<file path="src/rtl/sram_access_arbiter.sv">
// Arbitrates the single SRAM command port between pipeline pixel reads and ADC capture writes.
// Optional statistics counters are enabled with `define SRAM_ARB_STATS_EN.
module sram_access_arbiter #(
   parameter int PRECISION       = 11,
   parameter int PIXEL_SIZE      = 16,
   parameter int ADDR_WIDTH      = 20,
   parameter int FRAME_WIDTH     = 800,
   parameter int FRAME_HEIGHT    = 600,
   parameter int SRAM_LATENCY    = 2,
   parameter int MAX_READ_STREAK = 4
) (
   input  logic                             clk_i,
   input  logic                             rst_i,
   input  logic                             frozen_i,
   input  logic [2*PRECISION+PIXEL_SIZE-1:0] adc_pixel_data_i,
   input  logic                             adc_pixel_ready_i,
   output logic                             adc_pixel_read_o,
   input  logic                             request_active_i,
   input  logic [PRECISION:0]               request_x_i,
   input  logic [PRECISION:0]               request_y_i,
   output logic                             request_ready_o,
   output logic [PIXEL_SIZE-1:0]            request_data_o,
   output logic                             sram_cmd_valid_o,
   output logic                             sram_cmd_write_o,
   output logic [ADDR_WIDTH-1:0]            sram_cmd_addr_o,
   output logic [PIXEL_SIZE-1:0]            sram_cmd_wdata_o,
   input  logic [PIXEL_SIZE-1:0]            sram_rdata_i
`ifdef SRAM_ARB_STATS_EN
   ,
   output logic [15:0]                      stat_dropped_o,
   output logic [15:0]                      stat_starved_o
`endif
);

   localparam int ADC_W  = 2*PRECISION + PIXEL_SIZE;
   localparam int STRK_W = $clog2(MAX_READ_STREAK + 1);
   localparam logic [PRECISION-1:0]  FW_C = PRECISION'(FRAME_WIDTH);
   localparam logic [PRECISION-1:0]  FH_C = PRECISION'(FRAME_HEIGHT);
   localparam logic [ADDR_WIDTH-1:0] FW_A = ADDR_WIDTH'(FRAME_WIDTH);
   localparam logic [STRK_W-1:0]     STRK_MAX = STRK_W'(MAX_READ_STREAK);

   logic [PRECISION-1:0]  adc_x, adc_y;
   logic [PIXEL_SIZE-1:0] adc_pix;
   logic rd_ok, adc_in_range, wr_pend, streak_full, grant_rd, grant_wr;
   logic [ADDR_WIDTH-1:0] rd_addr, wr_addr;

   logic                  cmd_valid_q, cmd_valid_d;
   logic                  cmd_write_q, cmd_write_d;
   logic [ADDR_WIDTH-1:0] cmd_addr_q, cmd_addr_d;
   logic [PIXEL_SIZE-1:0] cmd_wdata_q, cmd_wdata_d;
   logic [STRK_W-1:0]     streak_q, streak_d;
   logic [SRAM_LATENCY:0] rsp_q, rsp_d;
   logic                  rsp_ready_q, rsp_ready_d;
   logic [PIXEL_SIZE-1:0] rsp_data_q, rsp_data_d;

   assign adc_x   = adc_pixel_data_i[ADC_W-1 -: PRECISION];
   assign adc_y   = adc_pixel_data_i[PIXEL_SIZE+PRECISION-1 -: PRECISION];
   assign adc_pix = adc_pixel_data_i[PIXEL_SIZE-1:0];

   always_comb begin
      rd_ok = request_active_i & ~request_x_i[PRECISION] & ~request_y_i[PRECISION]
            & (request_x_i[PRECISION-1:0] < FW_C) & (request_y_i[PRECISION-1:0] < FH_C);
      adc_in_range = (adc_x < FW_C) & (adc_y < FH_C);
      // Out-of-range ADC words never compete for the port; they are popped alongside whatever is granted.
      wr_pend      = adc_pixel_ready_i & ~frozen_i & adc_in_range;
      streak_full  = (streak_q == STRK_MAX);
      grant_rd     = rd_ok & ~(wr_pend & streak_full);
      grant_wr     = wr_pend & ~grant_rd;
      adc_pixel_read_o = ~rst_i & adc_pixel_ready_i & (frozen_i | ~adc_in_range | grant_wr);

      rd_addr = ADDR_WIDTH'(request_y_i[PRECISION-1:0]) * FW_A
              + ADDR_WIDTH'(request_x_i[PRECISION-1:0]);
      wr_addr = ADDR_WIDTH'(adc_y) * FW_A + ADDR_WIDTH'(adc_x);

      cmd_valid_d = 1'b0;
      cmd_write_d = 1'b0;
      cmd_addr_d  = '0;
      cmd_wdata_d = '0;
      if (grant_rd) begin
         cmd_valid_d = 1'b1;
         cmd_addr_d  = rd_addr;
      end else if (grant_wr) begin
         cmd_valid_d = 1'b1;
         cmd_write_d = 1'b1;
         cmd_addr_d  = wr_addr;
         cmd_wdata_d = adc_pix;
      end

      if (!grant_rd)        streak_d = '0;
      else if (streak_full) streak_d = streak_q;
      else                  streak_d = streak_q + STRK_W'(1);

      rsp_d       = {rsp_q[SRAM_LATENCY-1:0], grant_rd};
      rsp_ready_d = rsp_q[SRAM_LATENCY];
      rsp_data_d  = rsp_q[SRAM_LATENCY] ? sram_rdata_i : '0;
   end

   always_ff @(posedge clk_i) begin
      if (rst_i) begin
         cmd_valid_q <= 1'b0;
         cmd_write_q <= 1'b0;
         cmd_addr_q  <= '0;
         cmd_wdata_q <= '0;
         streak_q    <= '0;
         rsp_q       <= '0;
         rsp_ready_q <= 1'b0;
         rsp_data_q  <= '0;
      end else begin
         cmd_valid_q <= cmd_valid_d;
         cmd_write_q <= cmd_write_d;
         cmd_addr_q  <= cmd_addr_d;
         cmd_wdata_q <= cmd_wdata_d;
         streak_q    <= streak_d;
         rsp_q       <= rsp_d;
         rsp_ready_q <= rsp_ready_d;
         rsp_data_q  <= rsp_data_d;
      end
   end

   assign sram_cmd_valid_o = cmd_valid_q;
   assign sram_cmd_write_o = cmd_write_q;
   assign sram_cmd_addr_o  = cmd_addr_q;
   assign sram_cmd_wdata_o = cmd_wdata_q;
   assign request_ready_o  = rsp_ready_q;
   assign request_data_o   = rsp_data_q;

`ifdef SRAM_ARB_STATS_EN
   logic [15:0] dropped_q, starved_q;
   logic        drop_ev, starve_ev;

   assign drop_ev   = adc_pixel_read_o & (frozen_i | ~adc_in_range);
   assign starve_ev = rd_ok & ~grant_rd;

   always_ff @(posedge clk_i) begin
      if (rst_i) begin
         dropped_q <= '0;
         starved_q <= '0;
      end else begin
         if (drop_ev && dropped_q != 16'hFFFF)   dropped_q <= dropped_q + 16'd1;
         if (starve_ev && starved_q != 16'hFFFF) starved_q <= starved_q + 16'd1;
      end
   end

   assign stat_dropped_o = dropped_q;
   assign stat_starved_o = starved_q;
`endif

endmodule

</file>
<file path="config.mk">
export PLATFORM = sky130hd
export DESIGN_NAME = sram_access_arbiter
export DESIGN_NICKNAME = d
export VERILOG_FILES = /design/src/rtl/sram_access_arbiter.sv
export SDC_FILE = /design/constraint.sdc
export NUM_CORES = 1
export LEC_CHECK = 0
export CAP_MARGIN = 20
export CORE_MARGIN = 2
export CORE_UTILIZATION = 35
export CTS_BUF_LIST = sky130_fd_sc_hd__clkbuf_8
export CTS_CLUSTER_SIZE = 28
export DETAILED_ROUTE_END_ITERATION = 10
export PLACE_DENSITY = 0.7
export SYNTH_ARGS = -nofsm -noshare
export SYNTH_HDL_FRONTEND = slang
export SYNTH_SLANG_ARGS = --single-unit
</file>
<file path="constraint.sdc">
create_clock -name clk_i -period 8.48 [get_ports clk_i]
set_clock_uncertainty 0.15 [all_clocks]
set_input_delay 0.848 -clock clk_i [delete_from_list [all_inputs] [get_ports clk_i]]
set_output_delay 0.848 -clock clk_i [all_outputs]
set_load 0.02 [all_outputs]
</file>
Word-level counts from Yosys, hierarchy flattened. Cells that the tools add are included.

Bits in registers: 61. Latch bits: 0. Memory bits (writable): 0. ROM bits: 0. Input port bits: 83. Memories kept: 0.

Add/sub/neg operators: 3. Multipliers: 2. Divide/modulo/power cells: 0. $lt $le $gt $ge: 4. Equality and inequality tests: 1. Shift-type cells: 0. Mux-type cells: 4. Bitwise gates (word level): 23. Reduce and logical (&&, ||, !) cells: 4.

Operators by type and width (count): $lt 11x10->1 const B (4); $add 20x11->20 (2); $mux 20 (2); $mul 11x5->15 const B (2); $and 1x1->1 (12); $not 1->1 (9); $reduce_or 2->1 (3); $add 3x1->3 const B (1); $eq 3x3->1 const B (1); $reduce_or 3->1 (1); $mux 1 (2); $or 1x1->1 (2).

Longest topological paths before layout.
Depth in word-level cells: 10. Depth in mapped cells: 16. Mapped depth without buffers: 16.

Worst setup path before layout. No wires, ideal clock.

Path kind: input to register. Start point: input request_y_i[4]. End point: register cmd_addr_q[17], in the netlist sram_cmd_addr_o[17]. Library setup time: 0.117 ns. Data arrival time: 3.881 ns. Slack: 4.332 ns. Stages: 14. Path buffers: 0. Path through: ha_1 -> ha_1 -> inv_1 -> fa_1 -> inv_1 -> ha_1 -> a21o_1 -> a31o_2 -> nor2_1 -> xnor2_1 -> nand3_1 -> or2_2 -> xor2_1 -> a22o_1.

Cells in the longest elaborated chain, start to end: 7. Elaborated cells between the ends (all ways): 9. Classes of those cells: 1 x add/sub; 1 x mul; 1 x order compare; 2 x mux; 4 x bitwise.

RTL lines: start: declaration (RTL line 20) `input logic [PRECISION:0] request_y_i,`; branches (longest 6 deep; another with $add 20x11->20); $mux 20 (*) (RTL line 79) `if (grant_rd) begin`; end signal: assignment (RTL line 111) `cmd_addr_q <= cmd_addr_d;`; end: declaration (RTL line 49) `logic [ADDR_WIDTH-1:0] cmd_addr_q, cmd_addr_d;`.

Mark *: on every way between the ends. A chain may end at the register's enable or synchronous reset.

Final worst setup path.
Start point: input request_y_i[5]. End point: output adc_pixel_read_o.

Cells in the longest elaborated chain, start to end: 7.

RTL lines: $lt 11x10->1 (RTL line 62) `& (request_x_i[PRECISION-1:0] < FW_C) & (request_y_i[PRECISION-1:0] < FH_C);`; $and 1x1->1 (RTL line 62); $and 1x1->1 (RTL line 67) `grant_rd = rd_ok & ~(wr_pend & streak_full);`; $not 1->1 (no line); $and 1x1->1 (RTL line 68) `grant_wr = wr_pend & ~grant_rd;`; $or 1x1->1 (RTL line 69) `adc_pixel_read_o = ~rst_i & adc_pixel_ready_i & (frozen_i | ~adc_in_range | grant_wr);`; $and 1x1->1 (RTL line 69); end: declaration (RTL line 17) `output logic adc_pixel_read_o,`.

Every way passes these cells.

==> flow_results.org <==
** Worst setup path
- STA classifies the critical path startpoint as a primary input.
- STA puts the critical path data required time at 7.48 ns.
- Worst setup EP type :: output pin
- Data on the critical path arrives at its endpoint at 3.65 ns.
- Reg-to-reg setup timing slack :: 6.32 ns
- The setup path with the least slack is of type in -> out.
- Crit-path max FO :: 5

** Floorplanning
- Vertical extent of the die :: 119 um
- Die outline area :: 0.0142 mm2
- The initial utilization of the core area, before any placement, comes to 0.355.
- The core region is 0.0131 mm2.
- Die Wd :: 119 um
- For this design the top-level I/O count stands at 139.
- Number of rows in the core area :: 42

** Synthesis
- Count of mapped cells out of synthesis :: 493
- Counting every net in the synthesized netlist gives 682.
- Number of storage elements in the synthesis netlist :: 61
- Area share of the largest cell type after synthesis :: 0.263
- Number of distinct library cells after synthesis :: 59
- Mean Syn Cell Area :: 9.42 um2
- By count the netlist is led by 92 x sky130_fd_sc_hd__ha_1, 69 x sky130_fd_sc_hd__inv_1, 61 x sky130_fd_sc_hd__dfxtp_1.
- Counting flops with an async set or reset pin after synthesis yields a share of 0.
- By area the synthesized netlist is led by sky130_fd_sc_hd__dfxtp_1 26%, sky130_fd_sc_hd__ha_1 25%, sky130_fd_sc_hd__fa_1 6.0%.
- The most used flip-flop cell after synthesis is sky130_fd_sc_hd__dfxtp_1.
- For this run, the number of Yosys warnings is 0.
- Most numerous cell in the Yosys netlist :: sky130_fd_sc_hd__ha_1
- Number of synthesized flops with an enable pin :: 0
- Post-synthesis sequential area ratio :: 0.263
- The biggest area contributor in the post-synthesis netlist is sky130_fd_sc_hd__dfxtp_1.
- Post-synth design cell area :: 0.00464 mm2

** Finish
- Area growth syn-to-layout :: 39.3%
- Of the cells placed in the final design, the portion with a size suffix greater than 1 is 0.0576.
- Fillcell total :: 1153
- The net count of the finished layout is 827.
- Across the whole layout, storage elements account for 0.00122 mm2.
- The number of antenna diodes in the final layout is 0.
- Summing all non-filler instances in the final layout gives an area of 0.00646 mm2.
- Multi-input gate area in the final layout :: 0.00313 mm2

** Detailed routing
- Routed wirelength normalized by instance count :: 13.6 um
- Remaining DRCs :: 0
- After detailed routing, the total wire length is 11.2 mm.
- Met2 layer wire length in the routed design :: 5.53 mm
- DRC violation total after the first TritonRoute iteration :: 175
- Via count :: 3888
- After detailed routing, the number of vias per cell comes to 4.75.
- Top routing layer in use :: met4
- Metal3 WL :: 632 um
- First-pass iteration count of the detailed router :: 6
- Once detail routing completed, the nets flagged for antenna violations numbered 0.
- Total routed wire length on the met1 layer :: 4.86 mm

** Power and ir drop
- Switching part of the total :: 0.343
- Total Power :: 1.10 mW
- VDD sags by at most 0.0793 mV.
- Power per cell area :: 170 mW/mm2
- Of the total power, registers draw 0.265.
- Summed over all cells, the static leakage comes to 2.89 nW.
- Comb pwr share :: 0.445
- Clock network fraction of design power :: 0.290
- P_sw :: 0.376 mW
- Internal power summed over all cells :: 0.720 mW

** Timing
- Min cycle time layout :: 4.65 ns
- The count of final max-slew check failures is 0.
- After routing, the total negative slack on setup checks comes to 0 ns.
- In the finished design, the share of the clock period the worst path needs comes to 0.548.
- Worst-Margin Slew :: 0.842 ns
- The final number of hold-violating endpoints was 0.
- Setup violations remaining at the end of the flow were counted as 0.
- In this run the tightest slew margin relative to its limit is 0.437.
- Max Clk Rate :: 215 MHz
- Setup repair after global routing left no endpoint under its margin.

** CTS
- The clock drives 61 sinks.
- Number of buffers added for setup after CTS :: 0
- Clock slew seen by the registers of the worst setup and hold paths :: 0.06 ns
- The number of clock buffers added by TritonCTS is 9.
- Skew-Pair Late Insertion Delay :: 0.33 ns
- Clock tree synthesis selected as its root buffer the cell sky130_fd_sc_hd__clkbuf_8.
- Maximum clock insertion buffer count :: 2
- H-tree levels :: 3
- TritonCTS clock tree :: done
- Post-CTS Hold Fix Bufs :: 0
- Cells resized by post-CTS repair :: 0

** Min path
- Class of the most critical hold timing path :: reg -> reg

** GRT
- The number of antenna violations at the first check in global routing is 0.
- Entering global routing, the biggest net connects 28 pins.
- Gr usage total :: 0.158
- The via count of the first global-routing pass is 3950.
- The first global-routing pass estimated 18.3 mm of wire.
- Summed over all layers, the global routing overflow is 0.

** Job
- Max-Cap Viols :: 0

** Place
- Number of port buffers :: 138
- Final estimated routing congestion in global placement :: 0.873
- Area post-placement :: 0.00622 mm2
- Once detailed placement completed, the half-perimeter wirelength came to 9.41 mm.

** Run status
- The run finished with clean final reports.
==> power by group through the flow <==
| stage | sequential [mW] | combinational, mW | clock (mW) |
|---|---|---|---|
| floorplan | 0.301 | 0.354 | 0 |
| global placement | 0.297 | 0.479 | 0 |
| detailed placement | 0.297 | 0.488 | 0 |
| CTS | 0.291 | 0.492 | 0.325 |
| global route | 0.291 | 0.547 | 0.336 |
| finish | 0.291 | 0.488 | 0.318 |
==> logic make-up after synthesis <==
| family | count (synthesis) | share of synthesized area |
|---|---|---|
| buffers and inverters | 75 | 0.0631 |
| adder cells (fa/ha/maj) | 106 | 0.308 |
| multiplexers | 1 | 0.00243 |
| AO/OA/AOI/OAI | 84 | 0.133 |
| flip-flops | 61 | 0.263 |
| XOR/XNOR | 46 | 0.0868 |
| AND/OR/NAND/NOR | 120 | 0.143 |
==> stage by stage <==
step           setup slack, ns  hold WS (ns)   util  cells
2_1_floorplan             4.33         0.264      -    493
3_3_place_gp              3.71         0.267  0.475    803
3_5_place_dp              3.61         0.270  0.475    803
4_1_cts                   3.82         0.281  0.494    818
5_1_grt                   3.68         0.316  0.494    818
6_report                  3.83         0.283  0.494    818
==> final timing paths <==
check | cells after the start | endpoint | startpoint
setup / recovery | 10 | adc_pixel_read_o | request_y_i[5]
hold / removal | 1 | rsp_q[1] | rsp_q[0]
setup reg to reg | 9 | sram_cmd_addr_o[19] | streak_q[0]
hold reg to reg | 1 | rsp_q[1] | rsp_q[0]
==> cell type report <==
class	count	area share
flip-flops and latches	61	0.189
multi-input cells	357	0.484
clock inverters	4	0.0147
repair buffers	138	0.214
clock buffers	11	0.0234
well taps	176	0.0341
inverters	71	0.0414
==> flip-flops by register name (all words and copies together), names as in the netlist <==
name	count
streak_q	3
request_ready_o	1
sram_cmd_write_o	1
sram_cmd_valid_o	1
sram_cmd_addr_o	20
sram_cmd_wdata_o	16
rsp_q	3
request_data_o	16
==> per-layer routing <==
layer,vias up,GRT usage
li1,1968,-
met1,1793,0.184
met2,114,0.288
met3,13,0.0417
met4,0,0.0379
met5,-,0
==> layout by cell type (no fill, tap or decap), types with 5 or more instances in the layout <==
| master | count |
|---|---|
| sky130_fd_sc_hd__clkdlybuf4s50_1 | 138 |
| sky130_fd_sc_hd__ha_1 | 92 |
| sky130_fd_sc_hd__inv_1 | 69 |
| sky130_fd_sc_hd__dfxtp_1 | 61 |
| sky130_fd_sc_hd__and2_1 | 34 |
| sky130_fd_sc_hd__xnor2_1 | 28 |
| sky130_fd_sc_hd__nor2_1 | 24 |
| sky130_fd_sc_hd__a21oi_1 | 19 |
| sky130_fd_sc_hd__nand2_1 | 18 |
| sky130_fd_sc_hd__xor2_1 | 18 |
| sky130_fd_sc_hd__fa_1 | 14 |
| sky130_fd_sc_hd__clkbuf_8 | 11 |
| sky130_fd_sc_hd__o21ai_0 | 10 |
| sky130_fd_sc_hd__nor3_1 | 9 |
| sky130_fd_sc_hd__a21o_1 | 8 |
| sky130_fd_sc_hd__nand3_1 | 7 |
| sky130_fd_sc_hd__o22ai_1 | 7 |
| sky130_fd_sc_hd__a22o_1 | 7 |
| sky130_fd_sc_hd__nor2b_1 | 5 |
==> critical path, stage by stage <==
cell and delay [ns]:
sky130_fd_sc_hd__clkdlybuf4s50_1 0.55, sky130_fd_sc_hd__inv_1 0.07, sky130_fd_sc_hd__ha_1 0.20, sky130_fd_sc_hd__a21oi_1 0.11, sky130_fd_sc_hd__o21ai_0 0.13, sky130_fd_sc_hd__a2111oi_4 0.56, sky130_fd_sc_hd__a21boi_4 0.35, sky130_fd_sc_hd__nand2_1 0.08
sky130_fd_sc_hd__and3_1 0.19, sky130_fd_sc_hd__clkdlybuf4s50_1 0.56
Note: power is estimated with default switching activity, not from simulation.
